===== src/rtl/de_selector14_pkg.sv =====
// de_selector14_pkg: shared channel count, index type and arbiter state encoding.
package de_selector14_pkg;
  localparam int NCH = 4;
  typedef logic [1:0] chanIdx;
  localparam logic [1:0] IDLE = 2'd0;
  localparam logic [1:0] SETUP = 2'd1;
  localparam logic [1:0] ACTIVE = 2'd2;
  localparam logic [1:0] RELEASE = 2'd3;
endpackage


===== src/rtl/de_selector14_arbiter_rr_pick4.sv =====
// rr_pick4: first requesting channel scanning from iPtr upward with 2-bit wrap.
module rr_pick4
  import de_selector14_pkg::*;
(
  input  logic [NCH-1:0] iReq,
  input  chanIdx         iPtr,
  output chanIdx         oIdx,
  output logic           oValid
);
  logic [NCH-1:0] rot;
  chanIdx off;
  always_comb begin
    rot = '0;
    for (int i = 0; i < NCH; i++) rot[i] = iReq[iPtr + chanIdx'(i)];
    off = rot[0] ? 2'd0 : rot[1] ? 2'd1 : rot[2] ? 2'd2 : 2'd3;
  end
  assign oIdx = iPtr + off;
  assign oValid = |iReq;
endmodule


===== src/rtl/de_selector14_arbiter.sv =====
// de_selector14_arbiter: round-robin grant of the 1-to-4 demux with a bounded dwell window.
module de_selector14_arbiter
  import de_selector14_pkg::*;
#(
  parameter int HOLD_CYCLES = 4
) (
  input  logic           iClk,
  input  logic           iRst,
  input  logic [NCH-1:0] iReq,
  input  logic [NCH-1:0] iDone,
  input  logic           iData,
  output logic           oS1,
  output logic           oS0,
  output logic           oC,
  output logic [NCH-1:0] oGnt,
  output logic           oBusy
);
  localparam int CW = $clog2(HOLD_CYCLES + 1);
  logic [1:0] state;
  chanIdx ptr, pick, gIdx;
  logic pickValid, done;
  logic [CW-1:0] cnt;
  rr_pick4 picker (.iReq(iReq), .iPtr(ptr), .oIdx(pick), .oValid(pickValid));
  // select lines only move on SETUP entry, so they hold the locked grant index
  assign gIdx = {oS1, oS0};
  assign done = cnt == CW'(HOLD_CYCLES - 1) || iDone[gIdx] || !iReq[gIdx];
  always_ff @(posedge iClk) begin
    if (iRst) begin
      state <= IDLE;
      {oS1, oS0} <= 2'b00;
      oC <= 1'b0;
      oGnt <= '0;
      oBusy <= 1'b0;
      ptr <= 2'd0;
      cnt <= '0;
    end else begin
      case (state)
        IDLE: if (pickValid) begin
          state <= SETUP;
          {oS1, oS0} <= pick;
          oGnt <= 4'b1 << pick;
          oBusy <= 1'b1;
        end
        SETUP: begin
          state <= ACTIVE;
          cnt <= '0;
        end
        ACTIVE: begin
          cnt <= done ? cnt : cnt + 1'b1;
          oC <= done ? 1'b0 : iData;
          if (done) begin
            state <= RELEASE;
            oGnt <= '0;
            ptr <= gIdx + 2'd1;
          end
        end
        RELEASE: begin
          state <= IDLE;
          oBusy <= 1'b0;
        end
      endcase
    end
  end
endmodule


===== config.mk =====
export PLATFORM = sky130hd
export DESIGN_NAME = de_selector14_arbiter
export DESIGN_NICKNAME = d
export VERILOG_FILES = /design/src/rtl/de_selector14_pkg.sv /design/src/rtl/de_selector14_arbiter_rr_pick4.sv /design/src/rtl/de_selector14_arbiter.sv
export SDC_FILE = /design/constraint.sdc
export NUM_CORES = 1
export LEC_CHECK = 0
export ABC_AREA = 1
export BUFFER_PORTS_ARGS = -buffer_cell sky130_fd_sc_hd__buf_2
export CORE_MARGIN = 4
export CORE_UTILIZATION = 45
export DETAILED_ROUTE_END_ITERATION = 12
export PLACE_DENSITY = 0.68
export SLEW_MARGIN = 5
export SYNTH_ARGS = -nofsm -noshare
export SYNTH_HDL_FRONTEND = slang
export SYNTH_SLANG_ARGS = --single-unit

===== constraint.sdc =====
create_clock -name iClk -period 1.99 [get_ports iClk]
set_input_delay 0.199 -clock iClk [delete_from_list [all_inputs] [get_ports iClk]]
set_output_delay 0.199 -clock iClk [all_outputs]
set_load 0.005 [all_outputs]

* Word-level counts from Yosys, hierarchy flattened
Cells that the tools add are included.
** Storage, ports and cells
- Word-level logic and storage cells :: 63
- Bits of input ports :: 11
- Flip-flop bits (word level) :: 15
- Output and inout bits :: 8
** Cells by class
- Add/subtract/negate cells :: 5
- Eq/ne operators :: 7
- $lt $le $gt $ge :: 4
- Reductions and logical operators :: 14
- Multiplexer cells :: 24
- Shift operators :: 1
** Operators by type and width (count)
- less-than comparator 2 x 3 -> 1 bit, second input constant :: 4
- binary-select mux 1 bit (select 2 bit) :: 5
- AND reduction 2 bit :: 5
- 2-to-1 mux 1 bit :: 8
- 2-to-1 mux 2 bit :: 4
- 2-to-1 mux 4 bit :: 2
- one-hot mux 2 bit (4 select lines) :: 1
- one-hot mux 4 bit (2 select lines) :: 1
- != test 2 bit, second input constant :: 3
- one-hot mux 3 bit (2 select lines) :: 1
- nonzero test 2 bit :: 3
- adder 2 x 1 -> 2 bit, second input constant :: 2
- equality test 2 bit, second input constant :: 2
- OR reduction 4 bit :: 1
- << shifter 1 x 2 -> 4 bit, first input constant :: 1
- adder 3 x 1 -> 3 bit, second input constant :: 1
- equality test 3 x 2 -> 1 bit, second input constant :: 1
- 2-to-1 mux 3 bit :: 1
- AND reduction 3 bit :: 1
- adder 2 bit :: 1
- adder 2 bit, second input constant :: 1
- equality test 2 x 1 -> 1 bit, second input constant :: 1
- logical NOT 2 bit :: 1
- logical OR 1 bit :: 2
- 2 further kinds :: 2

* Depth between registers and ports, before layout
- Word-level depth :: 10
- Depth in mapped cells :: 12
- Gate-level depth less buffers :: 12

* By module
From an unflattened synthesis, not the netlist that was laid out.
** Unflattened totals
- Cells, all modules :: 152
- Area total of the unflattened synthesis :: 970.9 um^2
** Modules (own cells, without submodules)
- de_selector14_arbiter :: times used 1, area an instance 825.8 um^2, sequential area each 300.3 um^2, cells each 122
- rr_pick4 :: times used 1, area an instance 145.1 um^2, sequential area each 0.0 um^2, cells each 30

* Worst setup path before layout
OpenSTA, ideal clock, no wires.
- Kind :: register -> register
- From :: register ptr[0]
- To :: register oGnt[2]
- Path buffers :: 0
- Stages on the path, launching flop included :: 13
- Data required time :: 1920 ps
- Setup time :: 70 ps
- Data arrival time :: 1452 ps
- Slack :: 468 ps
- Clock period less this slack :: 1522 ps
- Cells stage by stage :: dfxtp_1 -> inv_1 -> nand2_1 -> nand3_1 -> nand2_1 -> nand3_1 -> nand2_1 -> ha_1 -> inv_1 -> nand4_1 -> inv_1 -> nand3_1 -> a21oi_1
** Between the ends
- Longest elaborated chain between the ends :: 10
- Elaborated cells between the ends (all ways) :: 15
- Classes of those cells :: add/sub: 3; shift: 1; mux: 11
** RTL lines
- start: declaration :: line de_selector14_arbiter.sv:20 : chanIdx ptr, pick, gIdx;
- start signal: assignment :: line de_selector14_arbiter.sv:54 : ptr <= gIdx + 2'd1;
- adder 2 bit :: line de_selector14_arbiter_rr_pick4.sv:14 : for (int i = 0; i < NCH; i++) rot[i] = iReq[iPtr + chanIdx'(i)];
- binary-select mux 1 bit (select 2 bit) :: line de_selector14_arbiter_rr_pick4.sv:14
- 2-to-1 mux 1 bit (not written as such) :: line de_selector14_arbiter_rr_pick4.sv:14
- 2-to-1 mux 1 bit :: line de_selector14_arbiter_rr_pick4.sv:15 : off = rot[0] ? 2'd0 : rot[1] ? 2'd1 : rot[2] ? 2'd2 : 2'd3;
- 2-to-1 mux 2 bit (2 in a row) :: line de_selector14_arbiter_rr_pick4.sv:15
- adder 2 bit (*) :: line de_selector14_arbiter_rr_pick4.sv:17 : assign oIdx = iPtr + off;
- via pick[0] :: line de_selector14_arbiter.sv:20
- << shifter 1 x 2 -> 4 bit (*) :: line de_selector14_arbiter.sv:41 : oGnt <= 4'b1 << pick;
- 2-to-1 mux 4 bit (*) :: line de_selector14_arbiter.sv:38 : IDLE: if (pickValid) begin
- one-hot mux 4 bit (2 select lines) (*) :: line de_selector14_arbiter.sv:37 : case (state)
- end signal: assignment :: line de_selector14_arbiter.sv:41
- end: declaration :: line de_selector14_arbiter.sv:15 : output logic [NCH-1:0] oGnt,
Mark *: on every way through the listed nets, which the timed path passes. The rest lies on a longest branch. The select of a mux whose other input is x is not followed.
A chain may end at the register's enable or synchronous reset.

* Final worst setup path
- From :: register ptr[0]
- To :: register oGnt[0]
Same word-level chain as after synthesis.

==> implementation parameters <==
Parameter                              Value

Yosys
  Post-Synth Simple-Gate Area ... 38.2%
  Area share of fa/ha/maj cells after synthesis ... 9.45%
  Library cell with the largest summed area after synthesis ... sky130_fd_sc_hd__dfxtp_1
  Synth Cell Area ... 927 um2
  Post-Synthesis Mean Instance Area ... 6.77 um2
  Post-Synth XOR/XNOR Area ... 0%
  Post-synthesis mux area share ... 0%
  Seq/Total Area, Yosys ... 32.4%
  Count of distinct cell types in the synthesized netlist ... 16
  Main combinational cell family by area after synthesis ... simple AND/OR/NAND/NOR gates
  Fraction of the mapped netlist area in compound gates ... 10.3%
  Synthesized Nets ... 155
  Cell count after synthesis ... 137
  Yosys warning total ... 0
  Total of flip-flops plus latches after synthesis ... 15
  Post-synth top area share ... 32.4%
  Largest cells by area after synthesis ... sky130_fd_sc_hd__dfxtp_1, sky130_fd_sc_hd__nand2_1, sky130_fd_sc_hd__ha_1

Critical path
  Critical Path Sink Type ... flip-flop
  Critical path required time ... 2.19 ns
  Terminus of the critical flop-to-flop path ... oGnt[0]
  Arrival time worst endpoint ... 1.93 ns
  Path depth of the worst reg2reg path ... 12
  Setup slack, reg-to-reg ... 0.27 ns
  Category of the critical setup timing path ... flip-flop to flip-flop
  Worst setup path startpoint ... ptr[0]
  CP Max Fanout ... 5
  Startpoint of the lowest-slack register-to-register path ... ptr[0]
  Element type at the critical path start ... flip-flop

Floorplan
  Area of the core region ... 1960 um2
  Floorplan die height ... 53.4 um
  Floorplan die area ... 2850 um2
  Number of rows in the core area ... 16
  Initial core utilization ... 47.3%
  Top-level port count ... 19
  Chip width ... 53.4 um

Clock network
  Clock edge transition at the registers on the reported setup and hold paths ... 0.08 ns
  Count of hold-fix buffers inserted at cts ... 0
  Maximum clock path buffer count ... 2
  CTS sink count ... 15
  H-tree Lvls ... 1
  Setup fix buffers added after clock tree synthesis ... 0
  Clk Tree Root Cell ... sky130_fd_sc_hd__clkbuf_4
  CTS buffer count ... 3
  Resized Gates After CTS ... 0
  Clock tree from TritonCTS ... yes
  Clock latency at the later pin of the worst-skew pair ... 0.27 ns

Timing
  Crit share post-route ... 86.6%
  Number of failing hold endpoints at the final stage ... 0
  Remaining max-slew budget at the tightest pin ... 77.3%
  Max Clock Skew ... 0.00350 ns
  RSZ-0062 raised after global routing ... false
  Achievable clock frequency ... 580 MHz
  Setup tns final ... 0 ns
  Max Transition Viols Final ... 0
  Final worst setup slack ... 0.266 ns
  Clock period minus worst slack ... 1.72 ns
  Setup-failing EPs final ... 0
  Slew of the pin with the lowest slew margin ... 0.338 ns

Placed design
  Global placer's final weighted congestion ... 0.756
  Count of input and output buffers ... 18
  Placement-stage worst setup slack ... 0.265 ns
  Cell count after placement ... 181
  Instance area after placement ... 1050 um2
  Sum of net half-perimeters after detailed placement ... 1740 um

Layout
  Share of the core filled with cells in the final layout ... 54.7%
  Most used cells in the layout excluding fill and tap cells ... sky130_fd_sc_hd__nand2_1, sky130_fd_sc_hd__inv_1, sky130_fd_sc_hd__buf_2, sky130_fd_sc_hd__nand3_1, sky130_fd_sc_hd__dfxtp_1
  Area added between synthesis and finish ... 15.8%
  Fraction of final layout cells with drive strength greater than 1 ... 18.4%
  Diode count ... 0
  Final cell count without fillers ... 185
  Final Net Count ... 177
  Final non-filler cell area ... 1070 um2
  Filler Cell Count ... 217
  Leading cell type in the layout, fill and taps excluded ... sky130_fd_sc_hd__nand2_1

Detailed routing
  Wirelength per Cell ... 11.2 um
  First-pass iteration count of the detailed router ... 4
  Violation count after the first detailed-routing iteration ... 15
  Antenna Violating Nets Remaining ... 0
  Remaining DRCs ... 0
  Final routed wirelength across all metal layers ... 2070 um
  Routed vias ... 935
  Via/cell ratio ... 5.05

Power and ir drop
  Worst IR Drop VDD ... 0.000581 V
  Proportion of power drawn by flip-flops and latches ... 36.5%
  Total internal power ... 711 uW
  Switching power of the nets ... 550 uW
  Net Sw Frac ... 43.6%
  Comb power frac ... 50.5%
  Standby leakage power ... 0.000531 uW
  Clock network power share ... 13.0%
  PwrDens ... 1170 nW/um2

Global route
  Initial antenna violation count ... 0
  Via count of the first global-routing pass ... 898
  All-Layer GR Usage ... 17.5%
  GRT overflow ... 0
  Largest net degree at the start of global routing ... 13
  Wire length of the first global-routing pass ... 3590 um

Flow run
  Number of violations of the max-capacitance limit ... 0

Worst hold path
  Startpoint of the worst hold path ... iData
  Worst min path class ... primary input to flip-flop
  Hold Path End ... oC
  Hold Path Stages ... 3

Run status
  Outcome ... finished, final reports clean
==> worst max-delay path by stage <==
stage | slack [ns] | to | cells after the start
finish | 0.27 | oGnt[0] | 12
global route | 0.03 | oGnt[0] | 12
CTS | 0.24 | oGnt[0] | 12
detailed placement | 0.26 | oGnt[0] | 12
global placement | 0.37 | oGnt[0] | 12
floorplan | 0.47 | oGnt[2] | 12
==> sequential cells by signal, summed over array words and instances (netlist names) <==
signal and cells:
oGnt 4, cnt 3, ptr 2, state 2
oBusy 1, oC 1, oS0 1, oS1 1
==> through the flow <==
stage               total power [uW]  hold WS (ns)
global route                    1400         0.174
detailed placement              1110         0.455
finish                          1260         0.169
global placement                1090         0.452
floorplan                        925         0.342
CTS                             1280         0.168
==> layout make-up <==
type	instances	area (um2)	share of cell area, %
Clock buffer	4	26.3	2.45
Tap cell	27	33.8	3.15
Multi-Input combinational cell	98	537	50.0
Timing Repair Buffer	18	90.1	8.39
Inverter	23	86.3	8.04
Sequential cell	15	300	28.0
==> layer usage <==
metal	routed length, um	up-vias	global-route usage [%]
met1	847	423	16.8
met4	45	0	8.51
met3	70	8	4.79
met5	0	-	0
met2	1110	17	33.3
li1	-	487	-
==> Yosys cell counts, drive strengths merged <==
cell type,n
nand2,36
inv,23
nand3,23
dfxtp,15
a21oi,14
ha,7
nor2,5
o21ai,5
nand4,4
nand3b,2
and2,1
clkbuf,1
or2,1
==> worst max-delay path, stage by stage (launching register included) <==
cell and delay, ns:
sky130_fd_sc_hd__dfxtp_1 0.41, sky130_fd_sc_hd__inv_1 0.12, sky130_fd_sc_hd__nand2_1 0.09, sky130_fd_sc_hd__nand3_1 0.09, sky130_fd_sc_hd__nand2_1 0.13, sky130_fd_sc_hd__nand3_1 0.08, sky130_fd_sc_hd__nand2_1 0.06, sky130_fd_sc_hd__ha_1 0.24
sky130_fd_sc_hd__inv_1 0.06, sky130_fd_sc_hd__nand4_1 0.08, sky130_fd_sc_hd__inv_1 0.08, sky130_fd_sc_hd__nand3_1 0.08, sky130_fd_sc_hd__a21oi_1 0.13
==> cells by family (layout without fill, tap and decap cells) <==
logic type | after synthesis | in the layout
simple gates | 72 | 72
buf+inv | 24 | 45
compound gates | 19 | 19
flops | 15 | 15
fa+ha+maj | 7 | 7
==> power by group through the flow <==
stage	Clock, uW	Sequential [uW]	Combinational [uW]
floorplan	0	462	463
global placement	0	462	624
detailed placement	0	467	641
CTS	172	461	647
global route	193	472	736
finish	164	461	636
Power figures use the tool's default switching activity.
